==> config.mk <==
export PLATFORM = sky130hd
export DESIGN_NAME = ntt_ctrl
export DESIGN_NICKNAME = d
export VERILOG_FILES = /design/src/rtl/ntt_ctrl_pkg.sv /design/src/rtl/ntt_addr_delay.sv /design/src/rtl/ntt_ctrl.sv
export SDC_FILE = /design/constraint.sdc
export NUM_CORES = 1
export LEC_CHECK = 0
export ABC_CLOCK_PERIOD_IN_PS = 5250
export CAP_MARGIN = 20
export CORE_MARGIN = 1.5
export CORE_UTILIZATION = 52
export DETAILED_ROUTE_END_ITERATION = 8
export PLACE_DENSITY = 0.82
export SYNTH_ARGS = -nofsm -noshare
export SYNTH_HDL_FRONTEND = slang
export SYNTH_SLANG_ARGS = --single-unit
==> constraint.sdc <==
create_clock -name clk -period 5.25 [get_ports clk]
set_input_delay 0.525 -clock clk [delete_from_list [all_inputs] [get_ports clk]]
set_output_delay 0.525 -clock clk [all_outputs]
set_load 0.02 [all_outputs]
==> src/rtl/ntt_ctrl_pkg.sv <==
// Shared state encoding and address helpers for the in-place radix-2 NTT/INTT sequencer.
package ntt_ctrl_pkg;

  localparam logic [1:0] ST_IDLE  = 2'd0;
  localparam logic [1:0] ST_RUN   = 2'd1;
  localparam logic [1:0] ST_DRAIN = 2'd2;
  localparam logic [1:0] ST_DONE  = 2'd3;

  function automatic int lat_calc(input int rd_lat, input int bf_lat);
    return rd_lat + bf_lat;
  endfunction

  // d = 1 << d_log; returns 2*d*(k/d) + (k mod d) using shifts and masks only.
  function automatic int unsigned rd_addr_calc(input int unsigned k, input int unsigned d_log);
    int unsigned d_mask;
    d_mask = (32'd1 << d_log) - 32'd1;
    return ((k >> d_log) << (d_log + 32'd1)) | (k & d_mask);
  endfunction

  // Twiddle exponent (k mod d) * N/(2d), with N/(2d) = 1 << (logn-1-d_log).
  function automatic int unsigned tw_calc(input int unsigned k, input int unsigned d_log,
                                          input int unsigned logn);
    int unsigned d_mask;
    d_mask = (32'd1 << d_log) - 32'd1;
    return (k & d_mask) << (logn - 32'd1 - d_log);
  endfunction

endpackage

==> src/rtl/ntt_addr_delay.sv <==
// Write-back delay line: {addr_1, addr_2, en} shifted DEPTH cycles, cleared on reset.
module ntt_addr_delay #(
  parameter int DEPTH = 1,
  parameter int W     = 7
) (
  input  logic         clk,
  input  logic         rst,
  input  logic [W-1:0] din,
  output logic [W-1:0] dout
);

  logic [W-1:0] r_sh [DEPTH];

  always_ff @(posedge clk) begin
    if (rst) begin
      for (int i = 0; i < DEPTH; i++) r_sh[i] <= '0;
    end else begin
      r_sh[0] <= din;
      for (int i = 1; i < DEPTH; i++) r_sh[i] <= r_sh[i-1];
    end
  end

  assign dout = r_sh[DEPTH-1];

endmodule

==> src/rtl/ntt_ctrl.sv <==
// Sequencer for one radix-2 butterfly core: walks LOGN stages of N/2 butterflies,
// issuing reads, twiddle index and core mode, and writing back LAT cycles later.
module ntt_ctrl
  import ntt_ctrl_pkg::*;
#(
  parameter int width  = 16,
  parameter int N      = 8,
  parameter int LOGN   = 3,
  parameter int RD_LAT = 1,
  parameter int BF_LAT = 0
) (
  input  logic            clk,
  input  logic            rst,
  input  logic            start,
  input  logic            mode,
  output logic            busy,
  output logic            done,
  output logic            core_sel,
  output logic            rd_en,
  output logic [LOGN-1:0] rd_addr_1,
  output logic [LOGN-1:0] rd_addr_2,
  output logic [LOGN-2:0] tw_addr,
  output logic            wr_en,
  output logic [LOGN-1:0] wr_addr_1,
  output logic [LOGN-1:0] wr_addr_2
);

  localparam int LAT = lat_calc(RD_LAT, BF_LAT);
  localparam int SW  = (LOGN > 1) ? $clog2(LOGN) : 1;
  localparam int KW  = LOGN - 1;
  localparam int DW  = $clog2(LAT + 1);
  localparam int AW  = 2 * LOGN + 1;

  if (width < 1 || N < 4 || RD_LAT < 1 || BF_LAT < 0 || (1 << LOGN) != N) begin : g_bad_params
    $error("ntt_ctrl: invalid parameter set");
  end

  logic [1:0]      r_state;
  logic [SW-1:0]   r_s;
  logic [KW-1:0]   r_k;
  logic [DW-1:0]   r_drain;
  logic            r_mode;

  logic            w_run;
  logic [31:0]     w_d_log;
  logic [LOGN-1:0] w_a1;
  logic [LOGN-1:0] w_a2;
  logic [KW-1:0]   w_tw;
  logic [AW-1:0]   w_dly_in;
  logic [AW-1:0]   w_dly_out;

  always_ff @(posedge clk) begin
    if (rst) begin
      r_state <= ST_IDLE;
      r_s     <= '0;
      r_k     <= '0;
      r_drain <= '0;
      r_mode  <= 1'b0;
    end else begin
      case (r_state)
        ST_IDLE: begin
          if (start) begin
            r_state <= ST_RUN;
            r_mode  <= mode;
            r_s     <= '0;
            r_k     <= '0;
          end
        end
        ST_RUN: begin
          if (r_k == KW'(N/2 - 1)) begin
            r_state <= ST_DRAIN;
            r_k     <= '0;
            r_drain <= '0;
          end else begin
            r_k <= r_k + 1'b1;
          end
        end
        // Hold reads off until the stage's last write has landed.
        ST_DRAIN: begin
          if (r_drain == DW'(LAT - 1)) begin
            r_drain <= '0;
            if (r_s == SW'(LOGN - 1)) begin
              r_state <= ST_DONE;
            end else begin
              r_s     <= r_s + 1'b1;
              r_state <= ST_RUN;
            end
          end else begin
            r_drain <= r_drain + 1'b1;
          end
        end
        ST_DONE: r_state <= ST_IDLE;
        default: r_state <= ST_IDLE;
      endcase
    end
  end

  // NTT walks distance N/2 down to 1; INTT walks 1 up to N/2.
  assign w_d_log = r_mode ? 32'(r_s) : (32'(LOGN - 1) - 32'(r_s));
  assign w_a1    = LOGN'(rd_addr_calc(32'(r_k), w_d_log));
  assign w_a2    = w_a1 + LOGN'(32'd1 << w_d_log);
  assign w_tw    = KW'(tw_calc(32'(r_k), w_d_log, 32'(LOGN)));

  assign w_run     = (r_state == ST_RUN);
  assign rd_en     = w_run;
  assign rd_addr_1 = w_run ? w_a1 : '0;
  assign rd_addr_2 = w_run ? w_a2 : '0;
  assign tw_addr   = w_run ? w_tw : '0;

  assign busy     = (r_state == ST_RUN) || (r_state == ST_DRAIN);
  assign done     = (r_state == ST_DONE);
  assign core_sel = r_mode;

  assign w_dly_in = {rd_addr_1, rd_addr_2, rd_en};

  ntt_addr_delay #(
    .DEPTH (LAT),
    .W     (AW)
  ) u_wr_delay (
    .clk  (clk),
    .rst  (rst),
    .din  (w_dly_in),
    .dout (w_dly_out)
  );

  assign wr_addr_1 = w_dly_out[AW-1 -: LOGN];
  assign wr_addr_2 = w_dly_out[LOGN -: LOGN];
  assign wr_en     = w_dly_out[0];

endmodule

# After elaboration in Yosys (flattened, before gate mapping)

Memory sizes are Yosys's and may differ from the RTL's.
Index checks and enable logic that the tools add are counted.

Reductions and logical operators: 11
Bitwise operators: 2
Muxes and demuxes: 23
Shift operators: 4
$add $sub $neg: 8
Equal/unequal tests: 9

Operator list:

| operator                                           | number |
|---|---|
| adder 32 x 1 -> 32 bit, second input constant      | 1 |
| AND 2 x 32 -> 32 bit                               | 1 |
| 2-to-1 mux 32 bit                                  | 1 |
| << shifter 1 x 32 -> 32 bit, first input constant  | 1 |
| << shifter 32 x 32 -> 2 bit                        | 1 |
| << shifter 32 x 32 -> 3 bit                        | 1 |
| >> shifter 2 x 32 -> 32 bit                        | 1 |
| subtractor 2 x 32 -> 32 bit, first input constant  | 1 |
| subtractor 32 x 1 -> 32 bit, second input constant | 1 |
| 2-to-1 mux 2 bit                                   | 9 |
| == test 2 bit, second input constant               | 4 |
| case mux 2 bit (2 select lines)                    | 2 |
| case mux 2 bit (4 select lines)                    | 1 |
| 2-to-1 mux 7 bit                                   | 1 |
| OR reduction 7 bit                                 | 1 |
| 2-to-1 mux 1 bit                                   | 6 |
| 2-to-1 mux 3 bit                                   | 2 |
| != test 2 bit, second input constant               | 3 |
| AND reduction 2 bit                                | 3 |
| nonzero test 2 bit                                 | 3 |
| adder 2 x 1 -> 2 bit, second input constant        | 2 |
| AND reduction 4 bit                                | 1 |
| adder 3 bit                                        | 1 |
| OR 3 bit                                           | 1 |
| other kinds (8)                                    | 8 |

Logic and storage cells: 63
Flip-flop bits (word level): 8
Output and inout bits: 19
Input bits: 4
Bits in writable memories: 7
Memories: 1

Memories:

| name            | words | bits a word | rd ports | clocked after memory_dff | wr ports | RTL line             | RTL |
|---|---|---|---|---|---|---|---|
| u_wr_delay.r_sh | 1     | 7           | 1        | 0                        | 1        | ntt_addr_delay.sv:12 | `logic [W-1:0] r_sh [DEPTH];` |

# Depth between registers and ports, before layout

Gate-level depths: netlist (run 1).

Word-level depth: 9
Gate-level depth with buffers: 13
Mapped depth without buffers: 12

# Hierarchy

A second synthesis (run 1) with hierarchy kept.

Cells, all modules: 108
Area total of the unflattened synthesis: 998.5 µm²

Modules (own cells, without submodules):

| module         | cells each | area an instance (µm²) | sequential area each (µm²) | times used |
|---|---|---|---|---|
| ntt_ctrl       | 94         | 814.5                  | 140.1                      | 1 |
| ntt_addr_delay | 14         | 183.9                  | 140.1                      | 1 |

# Least setup slack after synthesis (run 1)

OpenSTA, ideal clock, no wires.

Path kind: register -> output
Start: register r_s[0]
End: output port rd_addr_2[2]
Path buffers: 1
Arrival: 3173 ps
Cell stages (with the launch flop): 14
Path slack: 1552 ps
Cell sequence: dfxtp_1 > buf_2 > clkinv_1 > ha_1 > mux2i_4 > or2_2 > ha_1 > nor4bb_1 > nand3_1 > nor2_1 > or3_1 > fa_1 > o21ai_0 > nor3b_2

Longest elaborated chain between the ends: 8
Elaborated cells on any way between the ends: 11

RTL lines:

| element                                                        | RTL line        | RTL |
|---|---|---|
| start, declared                                                | ntt_ctrl.sv:39  | `logic [SW-1:0] r_s;` |
| start signal, assigned                                         | ntt_ctrl.sv:85  | `r_s <= r_s + 1'b1;` |
| subtractor 2 x 2 -> 3 bit                                      | ntt_ctrl.sv:99  | `assign w_d_log = r_mode ? 32'(r_s) : (32'(LOGN - 1) - 32'(r_s));` |
| 2-to-1 mux 32 bit *                                            | ntt_ctrl.sv:99  |  |
| branches (longest 4 deep; another with adder 32 x 1 -> 32 bit) | --              |  |
| adder 3 bit *                                                  | ntt_ctrl.sv:101 | `assign w_a2 = w_a1 + LOGN'(32'd1 << w_d_log);` |
| 2-to-1 mux 3 bit *                                             | ntt_ctrl.sv:107 | `assign rd_addr_2 = w_run ? w_a2 : '0;` |
| end, declared                                                  | ntt_ctrl.sv:21  | `output logic [LOGN-1:0] rd_addr_2,` |

Mark *: on every way between the ends.

# Worst setup path after layout (run 1)

Same ends and word-level chain as after synthesis.

==> key figures, run 1 <==
Critical path
  – R2r worst-path depth: 12
  – Worst path required time: 4720 ps
  – CP most frequent cell: ha_1
  – Cells traversed along the worst timing path: clkinv_1, ha_1, mux2i_4, or2_2, ha_1, nor4bb_1, nand3_1, nor2_1, or3_1, fa_1, o21ai_0, nor3b_2, clkdlybuf4s50_1
  – Logic depth of the worst setup path including buffers: 13
  – Critical path capture point type: primary output
  – Type of the worst setup path: flip-flop to primary output
  – Number of buffers and inverters on the critical path: 2
  – Crit start category: flip-flop
  – Critical-path cell with the highest stage delay: clkdlybuf4s50_1
  – Stage delay of the slowest cell on the critical path: 620 ps
  – Data arrival at the endpoint of the critical path: 4200 ps
  – CP max FO: 12
  – Worst path top cell family by delay: simple AND/OR/NAND/NOR gates

Final layout
  – Final core utilization: 71.8%
  – Final instance area: 0.00125 sq mm
  – Final net count: 157
  – Final Non-Filler Cells: 162
  – Ratio of cells with drive above 1 in the final layout: 8.76%
  – Antenna cells: 0
  – Fill cells: 130
  – Area Growth Syn to Fin: 27.2%

Floorplanning
  – Die W: 46.5 microns
  – Vertical die dimension: 46.5 microns
  – Count of boundary I/O pins: 23
  – Full die area: 0.00216 sq mm
  – Initial cell density of the core: 56.4%
  – Std-Cell Rows: 15
  – Area of the core: 0.00175 sq mm

Place
  – Post-Place Cell Area: 0.00122 sq mm
  – HPWL Detailed: 1560 microns
  – Final weighted congestion of routability-driven global placement: 0.827
  – Placed insts: 158
  – Port bufs: 22

Synthesis
  – Primary flip-flop cell chosen by synthesis mapping: dfxtp_1
  – Mean post-synth cell area: 8.64 sq um
  – Net count after synthesis: 133
  – Mapped cell area: 985 sq um
  – Yosys warning total: 0
  – Number of flops mapped to enable cells by yosys: 0
  – Async set or reset register ratio after synthesis: 0%
  – Post-Synthesis Cells: 114
  – Count of state elements after synthesis: 14
  – Sequential element share of the synthesized area: 28.5%
  – Number of library cell types mapped by synthesis: 39

Timing
  – Clk_skew: 3.99 ps
  – Final clock period utilization by the worst path: 89.9%
  – RSZ-0062 raised after global routing: false
  – Count of final hold-check violations: 0
  – Clock period minus worst slack: 4720 ps
  – Final setup violation count: 0
  – Final sum of negative setup slack: 0 ps
  – Maximum clock rate: 212 MHz
  – Number of pins with negative max-slew slack in the final report: 0
  – Slew at the pin with the worst max-slew slack: 436 ps
  – Slew Limit Headroom: 70.6%

Clock network
  – Cts-stage hold buffer count: 0
  – Root Buffer: clkbuf_4
  – Clk slew on worst S/H paths: 90 ps
  – Max Buffers Root-to-Sink: 2
  – Gates resized, CTS repair: 0
  – Number of setup buffers added after CTS: 0
  – # H-tree levels: 1
  – Later-pin clock latency in the skew report: 290 ps
  – Number of buffers inserted during clock tree synthesis: 3
  – Count of clock tree sinks: 14
  – CTS tree: yes

Power
  – Leakage Power: 0.000520 uW
  – Total power divided by cell area: 372 mW/mm^2
  – Worst-case vdd ir drop: 0.261 mV

Drt
  – Post-DR wirelength/cell: 12.5 microns
  – Detailed-route DRC error count: 0
  – Post-detailed-routing wire length: 2030 microns
  – Total number of vias: 875
  – 1st-iter DRT viols: 13
  – Antenna Violating Nets Remaining: 0
  – TritonRoute pass-1 iters: 4
  – Number of vias per cell: 5.40

Run
  – Max Cap Violations: 0

GRT
  – Vias in the first global route: 814
  – First-pass GRT wire length: 3510 microns
  – Tot GR Track Use: 22.9%
  – Antenna violations before repair: 0
  – GR Overflow Total: 0
  – Largest net degree at the start of global routing: 13

Worst hold path
  – Number of stages on the worst hold path: 2
  – Kind of path behind the tightest hold check: flip-flop to flip-flop

Outcome
  – Outcome: completed
==> cell usage in the layout, fill, tap and decap left out, types with 2 or more instances in the layout <==
cell type        Yosys  routed
a21oi_1              4       4
a32oi_1              2       2
and2_1               6       6
clkbuf_4             0       3
clkdlybuf4s50_1      0      22
dfxtp_1             14      14
ha_1                14      14
inv_1                9       9
nand2_1             10      10
nand2b_1             3       3
nand3_1              3       3
nor2_1              13      13
nor3b_2              2       2
nor4b_1              2       2
o21ai_0              5       5
o31a_1               2       2
==> worst reg2reg max path, delay by kind of cell, from the launching register on <==
kind	cells	cell delay [ps]
DFF	1	570
and+or+nand+nor	7	1360
buffers and inverters	1	170
adders and majority gates	3	1110
muxes	1	120
==> cell usage after synthesis (2+ instances only) <==
cell	n	share of area (%)
inv_1	9	3.4
o31a_1	2	1.8
nand3_1	3	1.5
nor3b_2	2	2.5
and2_1	6	3.8
dfxtp_1	14	28
a21oi_1	4	2.0
o21ai_0	5	2.5
nor2_1	13	5.0
nand2b_1	3	1.9
nand2_1	10	3.8
a32oi_1	2	1.8
ha_1	14	18
nor4b_1	2	1.8
==> logic make-up after synthesis <==
logic type / after synthesis / share of synthesized area, %
compound gates: 19 / 13.2
buf+inv: 13 / 5.84
mux: 1 / 2.29
simple gates: 52 / 30.4
fa+ha+maj: 15 / 19.8
flops: 14 / 28.5
==> where the power goes <==
part           switching [uW]  internal, uW  total (uW)
logic                     136           103         239
registers                20.9           123         144
clock network            40.2          42.3        82.5
==> flip-flops by register name, indices dropped and copies added (netlist names) <==
signal / count
r_s: 2
r_k: 2
r_state: 2
core_sel: 1
u_wr_delay.r_sh: 7
==> per-layer routing <==
layer | vias to the layer above | GRT usage (%) | wire (microns)
li1 | 439 | - | -
met1 | 394 | 26.7 | 851
met2 | 33 | 39.7 | 1040
met3 | 9 | 5.10 | 98
met4 | 0 | 9.71 | 41
met5 | - | 0 | 0
==> path summary, 6_finish.rpt <==
check	from	endpoint	slack, ps
worst max-delay path	r_s[0]	rd_addr_2[2]	530
worst min register to register	r_state[0]	r_state[1]	560
worst min-delay path	r_state[0]	r_state[1]	560
worst max register to register	r_s[0]	u_wr_delay.r_sh[0][3]	1810
==> final cells by class <==
cell class                      instances  area, sq um  share of cell area [%]
Tap cell                               25         31.3                    2.50
Multi-Input combinational cell         87          647                    51.6
Inverter                               10         37.5                    3.00
Clock buffer                            4         36.3                    2.90
Sequential cell                        14          280                    22.4
Timing Repair Buffer                   22          220                    17.6
==> per-stage QoR <==
step                      hold WS, ps  setup WS, ps  power (uW)
after CTS                         567           543         465
after global placement            538           996         379
after detailed placement          550           866         384
final                             565           529         465
after floorplan                   507          1550         307
after global routing              592           251         499
(Power assumes the default switching activity.)
==> run 2, diff against run 1 <==
RECOVER_POWER = 50   (was default)
==> key figures, run 2 (synthesis results as in run 1) <==
Outcome
  – Outcome: completed

Timing
  – Slew Limit Headroom: 69.6% (-0.94 points)
  – Final clock period utilization by the worst path: 89.2% (-0.68 points)
  – Maximum clock rate: 213 MHz (+0.76%)
  – Clk_skew: 1.48 ps (-2.52 ps)
  – Clock period minus worst slack: 4680 ps (-35.6 ps)
  – Count of final hold-check violations: 0 (unchanged)
  – RSZ-0062 raised after global routing: false
  – Final sum of negative setup slack: 0 ps (unchanged)
  – Final setup violation count: 0 (unchanged)
  – Number of pins with negative max-slew slack in the final report: 0 (unchanged)
  – Slew at the pin with the worst max-slew slack: 450 ps (+14.0 ps)

Clock network
  – Root Buffer: clkbuf_4
  – Later-pin clock latency in the skew report: 290 ps (about the same)
  – Count of clock tree sinks: 14 (unchanged)
  – Cts-stage hold buffer count: 0 (unchanged)
  – Number of buffers inserted during clock tree synthesis: 3 (unchanged)
  – Max Buffers Root-to-Sink: 2 (unchanged)
  – Gates resized, CTS repair: 0 (unchanged)
  – # H-tree levels: 1 (unchanged)
  – Number of setup buffers added after CTS: 0 (unchanged)
  – Clk slew on worst S/H paths: 90 ps (about the same)
  – CTS tree: yes

Power
  – Worst-case vdd ir drop: 0.261 mV (-0.18%)
  – Total power divided by cell area: 368 mW/mm^2 (-0.89%)
  – Tot Pwr: 459 uW (-1.3%)
  – Leakage Power: 0.000542 uW (+4.2%)

Place
  – Port bufs: 22 (unchanged)
  – HPWL Detailed: 1560 microns (unchanged)
  – Post-Place Cell Area: 0.00122 sq mm (unchanged)
  – Final weighted congestion of routability-driven global placement: 0.827 (unchanged)

Final layout
  – Flip-flop count of the largest register, all copies and words added: 7 (unchanged)
  – Final net count: 157 (unchanged)
  – Register name with the most flops: u_wr_delay.r_sh
  – Antenna cells: 0 (unchanged)
  – Final core utilization: 71.5% (-0.29 points)
  – Final instance area: 0.00125 sq mm (-0.40%)
  – Area Growth Syn to Fin: 26.7%
  – Fill cells: 131 (+0.77%)
  – Most frequent cells in the layout: ha_1, dfxtp_1, clkdlybuf4s50_1
  – Ratio of cells with drive above 1 in the final layout: 8.03% (-0.73 points)

Drt
  – Detailed-route DRC error count: 0 (unchanged)
  – 1st-iter DRT viols: 17 (+4)
  – Post-detailed-routing wire length: 1990 microns (-2.1%)
  – Total number of vias: 864 (-1.3%)
  – Post-DR wirelength/cell: 12.3 microns (-2.1%)
  – Antenna Violating Nets Remaining: 0 (unchanged)
  – Number of vias per cell: 5.33 (-1.3%)
  – TritonRoute pass-1 iters: 4 (unchanged)

Critical path
  – CP max FO: 12 (unchanged)
  – R2r worst-path depth: 12 (unchanged)
  – Stage delay of the slowest cell on the critical path: 620 ps (about the same)
  – Cells traversed along the worst timing path: clkinv_1, ha_1, mux2i_4, or2_2, ha_1, nor4bb_1, nand3_1, nor2_1, or3_1, fa_1, o21ai_0, nor3b_2, clkdlybuf4s50_1
  – Critical R2R Capture: u_wr_delay.r_sh[0][3]
  – CP most frequent cell: ha_1
  – Worst path required time: 4720 ps (about the same)
  – Critical-path cell with the highest stage delay: clkdlybuf4s50_1
  – CP startpoint: r_s[0]
  – Reg2reg setup slack: 1840 ps (+30 ps)
  – Critical register-to-register path startpoint: r_s[0]
  – Critical path capture point type: primary output
  – Type of the worst setup path: flip-flop to primary output
  – Data arrival at the endpoint of the critical path: 4160 ps (-40 ps)
  – Crit start category: flip-flop

Worst hold path
  – Hold endpoint: r_state[1]
  – Number of stages on the worst hold path: 2 (unchanged)
  – HP Start: r_state[0]
  – Kind of path behind the tightest hold check: flip-flop to flip-flop

GRT
  – Antenna violations before repair: 0 (unchanged)
  – Largest net degree at the start of global routing: 13 (unchanged)
  – First-pass GRT wire length: 3510 microns (unchanged)
  – Vias in the first global route: 814 (unchanged)
  – Tot GR Track Use: 22.9% (unchanged)
  – GR Overflow Total: 0 (unchanged)

Floorplanning
  – Count of boundary I/O pins: 23 (unchanged)
  – Std-Cell Rows: 15 (unchanged)
  – Initial cell density of the core: 56.4% (unchanged)
  – Area of the core: 0.00175 sq mm (unchanged)
  – Vertical die dimension: 46.5 microns (unchanged)
  – Die W: 46.5 microns (unchanged)
  – Full die area: 0.00216 sq mm (unchanged)

Run
  – Max Cap Violations: 0 (unchanged)
-- run 2: cell types whose count changed in the layout (fill, tap and decap cells not counted) --
| cell | previous run | this run |
|---|---|---|
| o211ai_1 | 0 | 1 |
| and2_1 | 6 | 5 |
| o211ai_2 | 1 | 0 |
| dlygate4sd3_1 | 0 | 8 |
| clkdlybuf4s50_1 | 22 | 14 |
| and2_0 | 0 | 1 |
-- run 2: worst max-delay path by stage --
| stage | to | slack [ps] | cells after the start |
|---|---|---|---|
| 6_report | rd_addr_2[2] | 570 | 13 |
| 5_1_grt | rd_addr_2[2] | 250 | 13 |
| 4_1_cts | rd_addr_2[2] | 540 | 13 |
| 3_5_place_dp | rd_addr_2[2] | 870 | 13 |
| 3_3_place_gp | rd_addr_2[2] | 1000 | 13 |
| 2_1_floorplan | rd_addr_2[2] | 1550 | 13 |
-- run 2: worst max-delay path, delay by kind of cell, from the launching register on --
| kind | cells | cell delay [ps] |
|---|---|---|
| simple gates | 6 | 1210 |
| buf+inv | 2 | 780 |
| mux | 1 | 120 |
| fa+ha+maj | 3 | 1100 |
| flops | 1 | 560 |
| compound gates | 1 | 110 |
-- run 2: final cells by class --
| type | count | area (sq um) | area share, % |
|---|---|---|---|
| clock buffer | 4 | 36.3 | 2.91 |
| timing repair buffer | 22 | 220 | 17.7 |
| sequential | 14 | 280 | 22.5 |
| multi-input combinational | 87 | 642 | 51.5 |
| tap | 25 | 31.3 | 2.51 |
| inverter | 10 | 37.5 | 3.01 |
-- run 2: metal layers --
layer / up-vias / track usage, % / share of wire (%)
met5: - / 0 / 0
met3: 5 / 5.10 / 4.3
met2: 27 / 39.7 / 51
li1: 438 / - / -
met1: 394 / 26.7 / 43
met4: 0 / 9.71 / 1.5
-- run 2: stage by stage --
step | std cells | hold WS [ps] | setup WS, ps
global route | 162 | 592 | 251
floorplan | 114 | 507 | 1550
finish | 162 | 564 | 565
detailed placement | 158 | 550 | 866
global placement | 158 | 538 | 996
CTS | 162 | 567 | 543
-- run 2: where the power goes --
part	internal (uW)	total, uW	switching (uW)
registers	123	143	20.1
logic	99.4	235	135
clock network	42.3	81.3	39.1
total	265	459	194
